===== config.mk =====
export PLATFORM = sky130hd
export DESIGN_NAME = ripple_carry_adder_serial
export DESIGN_NICKNAME = d
export VERILOG_FILES = /design/src/rtl/rca_pkg.sv /design/src/rtl/rca_chunk.sv /design/src/rtl/ripple_carry_adder_serial.sv
export SDC_FILE = /design/constraint.sdc
export NUM_CORES = 1
export LEC_CHECK = 0
export ABC_AREA = 1
export ABC_CLOCK_PERIOD_IN_PS = 4800
export CORE_MARGIN = 3
export CORE_UTILIZATION = 30
export DETAILED_ROUTE_END_ITERATION = 7
export GPL_ROUTABILITY_DRIVEN = 0
export GPL_TIMING_DRIVEN = 0
export PLACE_DENSITY_LB_ADDON = 0.3
export SLEW_MARGIN = 20
export SYNTH_ARGS = -nofsm -noshare
export SYNTH_HDL_FRONTEND = slang
export SYNTH_SLANG_ARGS = --single-unit

===== constraint.sdc =====
create_clock -name clk -period 4.8 [get_ports clk]
set_clock_uncertainty 0.05 [all_clocks]
set_input_delay 0.96 -clock clk [delete_from_list [all_inputs] [get_ports clk]]
set_output_delay 0.96 -clock clk [all_outputs]
set_load 0.005 [all_outputs]

===== src/rtl/rca_pkg.sv =====
// rca_pkg: shared definitions for the chunk-serial ripple adder.
//   state_t          - controller state encoding (IDLE/RUN/DONE)
//   calc_nchunk      - number of chunks per operation (WIDTH/CHUNK)
//   calc_cnt_width   - chunk counter width (clog2 of NCHUNK, minimum 1)
package rca_pkg;

    typedef enum logic [1:0] {
        IDLE = 2'd0,
        RUN  = 2'd1,
        DONE = 2'd2
    } state_t;

    function automatic int calc_nchunk(input int width, input int chunk);
        // Guard the division so an illegal CHUNK still elaborates far enough
        // to reach the parameter checks in the top module.
        return (chunk < 1) ? 1 : width / chunk;
    endfunction

    function automatic int calc_cnt_width(input int width, input int chunk);
        int n;
        n = calc_nchunk(width, chunk);
        return (n <= 1) ? 1 : $clog2(n);
    endfunction

endpackage


===== src/rtl/rca_chunk.sv =====
// rca_chunk: CHUNK-bit combinational ripple-carry adder built from full adders.
// Ports:
//   a, b   [CHUNK-1:0]  operand slices
//   cin                 carry into bit 0
//   s      [CHUNK-1:0]  sum slice
//   cout                carry out of the top bit
//   c_msb               carry into the top bit (used for signed overflow)
module rca_chunk #(
    parameter int CHUNK = 2
) (
    input  logic [CHUNK-1:0] a,
    input  logic [CHUNK-1:0] b,
    input  logic             cin,
    output logic [CHUNK-1:0] s,
    output logic             cout,
    output logic             c_msb
);

    // c[i] is the carry into bit i; c[CHUNK] is the carry out of the slice.
    logic [CHUNK:0] c;

    assign c[0] = cin;

    for (genvar i = 0; i < CHUNK; i++) begin : g_fa
        assign s[i]   = a[i] ^ b[i] ^ c[i];
        assign c[i+1] = (a[i] & b[i]) | (c[i] & (a[i] ^ b[i]));
    end

    assign cout  = c[CHUNK];
    assign c_msb = c[CHUNK-1];

endmodule


===== src/rtl/ripple_carry_adder_serial.sv =====
// ripple_carry_adder_serial: multi-cycle adder/subtractor that processes the
// operands CHUNK bits per clock, LSB first, through a single rca_chunk and a
// registered carry. One operation in flight; valid/ready on both sides.
// Ports:
//   clk, rst_n            clock (rising edge), synchronous active-low reset
//   in_valid / in_ready   operand handshake (A, B, Cin, sub)
//   A, B    [WIDTH-1:0]   operands
//   Cin                   carry-in (add) or borrow-in (sub)
//   sub                   0: S = A + B + Cin, 1: S = A - B - Cin
//   out_valid / out_ready result handshake (S, Cout, ovf)
//   S       [WIDTH-1:0]   result modulo 2^WIDTH
//   Cout                  carry out of the top chunk (sub: 1 = no borrow)
//   ovf                   signed two's-complement overflow
module ripple_carry_adder_serial
    import rca_pkg::*;
#(
    parameter int WIDTH = 8,
    parameter int CHUNK = 2
) (
    input  logic             clk,
    input  logic             rst_n,
    input  logic             in_valid,
    output logic             in_ready,
    input  logic [WIDTH-1:0] A,
    input  logic [WIDTH-1:0] B,
    input  logic             Cin,
    input  logic             sub,
    output logic             out_valid,
    input  logic             out_ready,
    output logic [WIDTH-1:0] S,
    output logic             Cout,
    output logic             ovf
);

    localparam int NCHUNK = calc_nchunk(WIDTH, CHUNK);
    localparam int KW     = calc_cnt_width(WIDTH, CHUNK);

    if (CHUNK < 1 || CHUNK > WIDTH) begin : g_bad_chunk
        $error("ripple_carry_adder_serial: CHUNK=%0d must be in 1..WIDTH=%0d", CHUNK, WIDTH);
    end
    if (CHUNK >= 1 && (WIDTH % CHUNK) != 0) begin : g_bad_width
        $error("ripple_carry_adder_serial: WIDTH=%0d is not a multiple of CHUNK=%0d", WIDTH, CHUNK);
    end

    state_t           state;
    logic [WIDTH-1:0] a_reg;
    logic [WIDTH-1:0] b_reg;
    logic             carry;
    logic [KW-1:0]    k;

    logic [CHUNK-1:0] a_chunk;
    logic [CHUNK-1:0] b_chunk;
    logic [CHUNK-1:0] sum_chunk;
    logic             c_out;
    logic             c_msb;
    logic             accept;
    logic             last;

    assign accept  = (state == IDLE) && in_valid && in_ready;
    assign last    = (k == KW'(NCHUNK - 1));
    assign a_chunk = a_reg[int'(k)*CHUNK +: CHUNK];
    assign b_chunk = b_reg[int'(k)*CHUNK +: CHUNK];

    rca_chunk #(
        .CHUNK (CHUNK)
    ) u_chunk (
        .a     (a_chunk),
        .b     (b_chunk),
        .cin   (carry),
        .s     (sum_chunk),
        .cout  (c_out),
        .c_msb (c_msb)
    );

    // Controller and result registers.
    // NOTE: sequential state uses non-blocking (<=) so every register samples
    // pre-edge values regardless of statement order.
    always_ff @(posedge clk) begin
        if (!rst_n) begin
            state     <= IDLE;
            in_ready  <= 1'b0;
            out_valid <= 1'b0;
            S         <= '0;
            Cout      <= 1'b0;
            ovf       <= 1'b0;
            carry     <= 1'b0;
            k         <= '0;
        end else begin
            case (state)
                IDLE: begin
                    // in_ready comes up one cycle after reset release and
                    // stays up until an operation is accepted.
                    in_ready <= 1'b1;
                    if (accept) begin
                        state    <= RUN;
                        in_ready <= 1'b0;
                        // Subtraction is A + ~B + ~Cin (two's complement with borrow).
                        carry    <= sub ? ~Cin : Cin;
                        k        <= '0;
                        S        <= '0;
                    end
                end
                RUN: begin
                    S[int'(k)*CHUNK +: CHUNK] <= sum_chunk;
                    carry <= c_out;
                    k     <= k + KW'(1);
                    if (last) begin
                        Cout      <= c_out;
                        ovf       <= c_msb ^ c_out;
                        out_valid <= 1'b1;
                        state     <= DONE;
                    end
                end
                DONE: begin
                    // S/Cout/ovf are untouched here, so they hold under backpressure.
                    if (out_ready) begin
                        out_valid <= 1'b0;
                        in_ready  <= 1'b1;
                        state     <= IDLE;
                    end
                end
                default: begin
                    state     <= IDLE;
                    in_ready  <= 1'b0;
                    out_valid <= 1'b0;
                end
            endcase
        end
    end

    // Operand latches.
    // NOTE: these are pure datapath and only read in RUN after being loaded,
    // so they carry no reset.
    always_ff @(posedge clk) begin
        if (accept) begin
            a_reg <= A;
            b_reg <= sub ? ~B : B;
        end
    end

endmodule


# Word-level counts from Yosys, hierarchy flattened
# Index checks and enable logic that the tools add are counted.
[word_totals]
output_inout_bits = 12
word_cells = 65
input_bits = 22
ff_bits = 33
[op_classes]
n_reduce_logical = 9
n_eq_ne = 6
n_addsub = 2
shift = 4
bitwise = 15
muxes = 19
[ops]
columns = ["cell", "count"]
rows = [
  ["$neg 3->33", 1],
  ["$shift 2x33->8 const A", 1],
  ["$shiftx 2x33->8", 1],
  ["$mux 8", 2],
  ["$pmux 8 s2", 1],
  ["$shiftx 8x4->2", 2],
  ["$bwmux 8", 1],
  ["$mux 2", 4],
  ["$not 8->8", 1],
  ["$mux 1", 6],
  ["$ne 2x2->1 const B", 3],
  ["$pmux 1 s3", 2],
  ["$pmux 2 s3", 1],
  ["$reduce_and 2->1", 3],
  ["$reduce_and 3->1", 2],
  ["$xor 1x1->1", 5],
  ["$and 1x1->1", 4],
  ["$eq 2x2->1 const B", 2],
  ["$pmux 2 s2", 1],
  ["$not 1->1", 3],
  ["$add 2x1->2 const B", 1],
  ["$eq 2x1->1 const B", 1],
  ["$logic_and 1x1->1", 2],
  ["$logic_not 2->1", 1],
  ["other kinds (3)", 4],
]

# Depth between registers and ports, before layout
[depth]
depth_word = 8
mapped_depth = 10
depth_no_buf = 9

# Modules after synthesis
# A second synthesis with hierarchy kept.
[unflattened]
cells_unflattened = 171
hier_area_um2 = 1575.3
[by_module_without_submodules]
columns = ["module", "cells_per_inst", "n_inst", "seq_area_each_um2", "area_each_um2"]
rows = [
  ["ripple_carry_adder_serial", 169, 1, 820.8, 1535.2],
  ["rca_chunk", 2, 1, 0.0, 40.0],
]

# Worst setup path after synthesis
# Ideal clock, no wire load.
[synth_timing]
kind = "register to register"
start = "reg k[0]"
end = "reg S[7]"
stages_incl_launch_ff = 11
path_slack_ns = 2.570
period_less_slack_ns = 2.230
t_arrival_ns = 2.111
setup_time_ns = 0.070
path_buffers = 1
required_ns = 4.680
cell_sequence = "dfxtp_1 inv_1 buf_2 o21ai_0 o22ai_1 fa_1 fa_1 nand2_1 nor2_1 nand3_1 a21oi_1"
[synth_via]
elab_chain_len = 8
word_cells_on_any_way = 14
classes_between = "1 x add/sub; 4 x shift; 2 x mux; 7 x bitwise"
[synth_rtl]
columns = ["item", "line", "source"]
rows = [
  ["start: declaration", "ripple_carry_adder_serial.sv:49", "logic [KW-1:0] k;"],
  ["start signal: assignment", "ripple_carry_adder_serial.sv:106", "k <= k + KW'(1);"],
  ["$shiftx 8x4->2 (on tied branches)", "ripple_carry_adder_serial.sv:61, ripple_carry_adder_serial.sv:62", ""],
  ["$xor 1x1->1", "rca_chunk.sv:25, rca_chunk.sv:26", ""],
  ["$and 1x1->1", "rca_chunk.sv:26", "assign c[i+1] = (a[i] & b[i]) | (c[i] & (a[i] ^ b[i]));"],
  ["$or 1x1->1", "rca_chunk.sv:26", ""],
  ["$xor 1x1->1", "rca_chunk.sv:25", "assign s[i] = a[i] ^ b[i] ^ c[i];"],
  ["$shiftx 2x33->8", "ripple_carry_adder_serial.sv:104", "S[int'(k)*CHUNK +: CHUNK] <= sum_chunk;"],
  ["$bwmux 8 *", "ripple_carry_adder_serial.sv:104", ""],
  ["$pmux 8 s2 *", "ripple_carry_adder_serial.sv:89", "case (state)"],
  ["end signal: indexed assignment", "ripple_carry_adder_serial.sv:104", ""],
  ["end: declaration", "ripple_carry_adder_serial.sv:30", "output logic [WIDTH-1:0] S,"],
]
# Every way passes the cells marked *; elsewhere a longest branch is shown, timed or not.
# A chain may end at the register's enable or synchronous reset.

# Final worst setup path
# Ends and elaborated chain as after synthesis.

==> results.md <==
* Die area at 0.00603 mm^2
* Vias at 1195
* Final-report setup violation count at 0
* DRT iter0 DRCs at 42
* Area delta synth->final at 31.6%
* Clock sink count at 33
* Post-DRT Antenna Nets at 0
* Max stage delay on crit path at 0.53 ns
* Resized cells post-CTS at 0
* Comb pwr share at 0.150
* Dpl ws at 2.06 ns
* Slowest CP cell: fa_1
* Chip Height at 77.7 um
* Pwr Total at 0.000601 W
* PortBufs at 32
* Largest family of logic cells by synthesized area: simple AND/OR/NAND/NOR gates
* Layer with the highest usage: met2
* Final cycle utilization of the critical path at 0.519
* Synth Cell Area at 0.00154 mm^2
* CP dominant cell by count: fa_1
* Worst-path fanout max at 11
* P_int at 0.000453 W
* M1 GR Usage at 0.122
* Router iterations before antenna repair at 4
* Crit path arrival time at 2.66 ns
* CP bufs+invs at 2
* Syn_area_per_cell at 9.34 um^2
* Net Switching at 0.000148 W
* CP Cell Sequence: inv_1 > buf_2 > o21ai_0 > o22ai_1 > fa_1 > fa_1 > nand2_1 > nor2_1 > nand3_1 > a21oi_1
* Maximum number of pins on one net before global-route repair at 18
* Flop and latch count out of synthesis at 33
* Compound-Gate Fraction of Synth Area at 0.104
* Initial Util at 0.318
* Unrepaired setup endpoints after global routing: false
* Clk_lat worst skew at 0.28 ns
* Maximum clock rate at 0.401 GHz
* Antenna diodes at 0
* Post-synthesis xor/xnor area fraction at 0.0511
* Nature of the critical path endpoint: register
* Rows at 25
* Fraction of layout cells with a size suffix above 1 at 0.0780
* Number of distinct library cells after synthesis at 23
* M2 GR Usage at 0.179
* Via-to-Cell Ratio at 4.39
* Crit path max-delay family: adder cells
* Vias in the first global route at 1124
* Crit Path Class: reg2reg
* MaxCap Viol Count at 0
* Sum Neg Setup Slack at 0 ns
* CTS max path bufs at 2
* Leakage at 0.734 nW
* Slew @ Worst Pin at 0.863 ns
* Clk network pwr share at 0.325
* Placed Area at 0.00195 mm^2
* Slew Limit Fails at 0
* First-pass GRT wire length at 4.96 mm
* Total routed wirelength at 3.07 mm
* Peak supply drop at 151 uV
* Syn Inst Count at 165
* NumNets Final at 232
* Num CTS Buffers at 5
* Seq pwr share at 0.526
* Class of the worst hold path: reg2reg
* Status: finished, final reports clean
* Synth Net Count at 193
* CTS tree: yes
* Post-synthesis mux area share at 0
* Minimum clock period at 2.49 ns
* Drt drc at 0
* Share of the synthesized area in the top cell type at 0.312
* Total track usage at 0.107
* Antenna violations before repair at 0
* Hold buffers post-CTS at 0
* Worst setup margin at 2.31 ns
* Synth area leader: edfxtp_1
* Post-DP HPWL at 2.31 mm
* PwrDens at 296 mW/mm^2
* Finished Cell Area at 0.00203 mm^2
* Final Hold Vio Count at 0
* GR Overflow Total at 0
* IO Pins at 34
* Slew HR at 0.424
* Simple-gate share of the synthesized area at 0.200
* Grt met3 use at 0.0371
* Clock Pin Slew Worst Setup and Hold Paths at 0.06 ns
* H-Tree Depth at 2
* Worst endpoint required time at 4.96 ns
* Die Span X at 77.7 um
* Clock root buffer: clkbuf_8
* Post-CTS Setup Bufs at 0
* Sw frac at 0.247
* Post-Synth Adder-Cell Area at 0.0584
* Synth area leaders: edfxtp_1 31%, dfxtp_1 22%, nand2_1 5.8%, a21oi_1 5.5%, nand3_1 5.5%
* Worst Setup Start Kind: register
* Sequential-to-total area share from yosys stat at 0.532
* Synthesis Warnings at 0
* Core box area at 0.00485 mm^2
* Routed len/inst at 11.3 um
## cell usage in the layout (no fill, tap or decap)
master           instances
inv_2                    1
fa_1                     2
clkbuf_8                 5
o22ai_1                  4
xnor2_1                  1
o21ai_0                 10
nand2_1                 24
nand2_4                  1
buf_2                    3
edfxtp_1                16
ha_1                     4
nor2_1                  18
dfxtp_1                 17
xor2_1                   8
nor2_2                   2
nand3b_1                 1
a21oi_1                 17
buf_6                    1
inv_1                   13
nand3_1                 17
clkinv_1                 1
nand3_2                  1
clkbuf_1                 3
nor3_1                   1
clkdlybuf4s50_1         32
nor2_4                   2
## synth_stat cells
cell      instances
a21oi_1          17
edfxtp_1         16
nand3_2           1
nand2_1          24
xnor2_1           1
fa_1              2
xor2_1            8
clkbuf_1          1
o22ai_1           4
nand2_4           1
nand3_1          17
buf_2             3
inv_1            13
nand3b_1          1
buf_6             1
nor2_1           19
dfxtp_1          17
ha_1              4
nor2_4            2
nor3_1            1
nor2_2            1
o21ai_0          10
inv_2             1
## metal layers
metal / part of all wire / vias up
li1: - / 629
met1: 0.44 / 532
met2: 0.48 / 30
met3: 0.059 / 4
met4: 0.018 / 0
met5: 0 / -
## metrics by stage
step	instances	utilization	hold WS (ns)
global placement	264	0.401	0.407
global route	272	0.418	0.443
detailed placement	264	0.402	0.418
floorplan	165	-	0.407
finish	272	0.418	0.418
CTS	272	0.418	0.425
## cell type report
class,count,area [um^2]
fill,495,2820
sequential,33,821
multi-input combinational,113,641
timing repair buffer,32,320
tap,67,83.8
clock buffer,7,76.3
inverter,14,52.6
buffer,5,30.0
clock inverter,1,3.75
## power groups by stage
stage / Combinational, W / Sequential (W) / Clock, W
final: 0.0000900 / 0.000316 / 0.000195
after global routing: 0.000102 / 0.000317 / 0.000210
after CTS: 0.0000910 / 0.000316 / 0.000200
after detailed placement: 0.0000909 / 0.000322 / 0
after global placement: 0.0000891 / 0.000322 / 0
after floorplan: 0.0000549 / 0.000321 / 0
## worst register-to-register path, delay by kind of cell, from the launching register on
kind	cells	cell delay, ns
DFF	1	0.37
buffers and inverters	2	0.26
AOI/OAI and AO/OA	3	0.41
and+or+nand+nor	3	0.34
adders and majority gates	2	1.00
## logic make-up after synthesis
| kind of cell | Yosys count |
|---|---|
| AOI/OAI and AO/OA | 31 |
| DFF | 33 |
| buffers and inverters | 19 |
| adders and majority gates | 6 |
| and+or+nand+nor | 67 |
| xor gates and xnor gates | 9 |
## final timing paths
check	start	end	slack (ns)	cells past startpoint
worst max-delay path	k[0]	S[7]	2.31	10
worst min-delay path	Cout	Cout	0.42	2
worst max register to register	k[0]	S[7]	2.31	10
worst min register to register	Cout	Cout	0.42	2
Power figures use the tool's default switching activity.
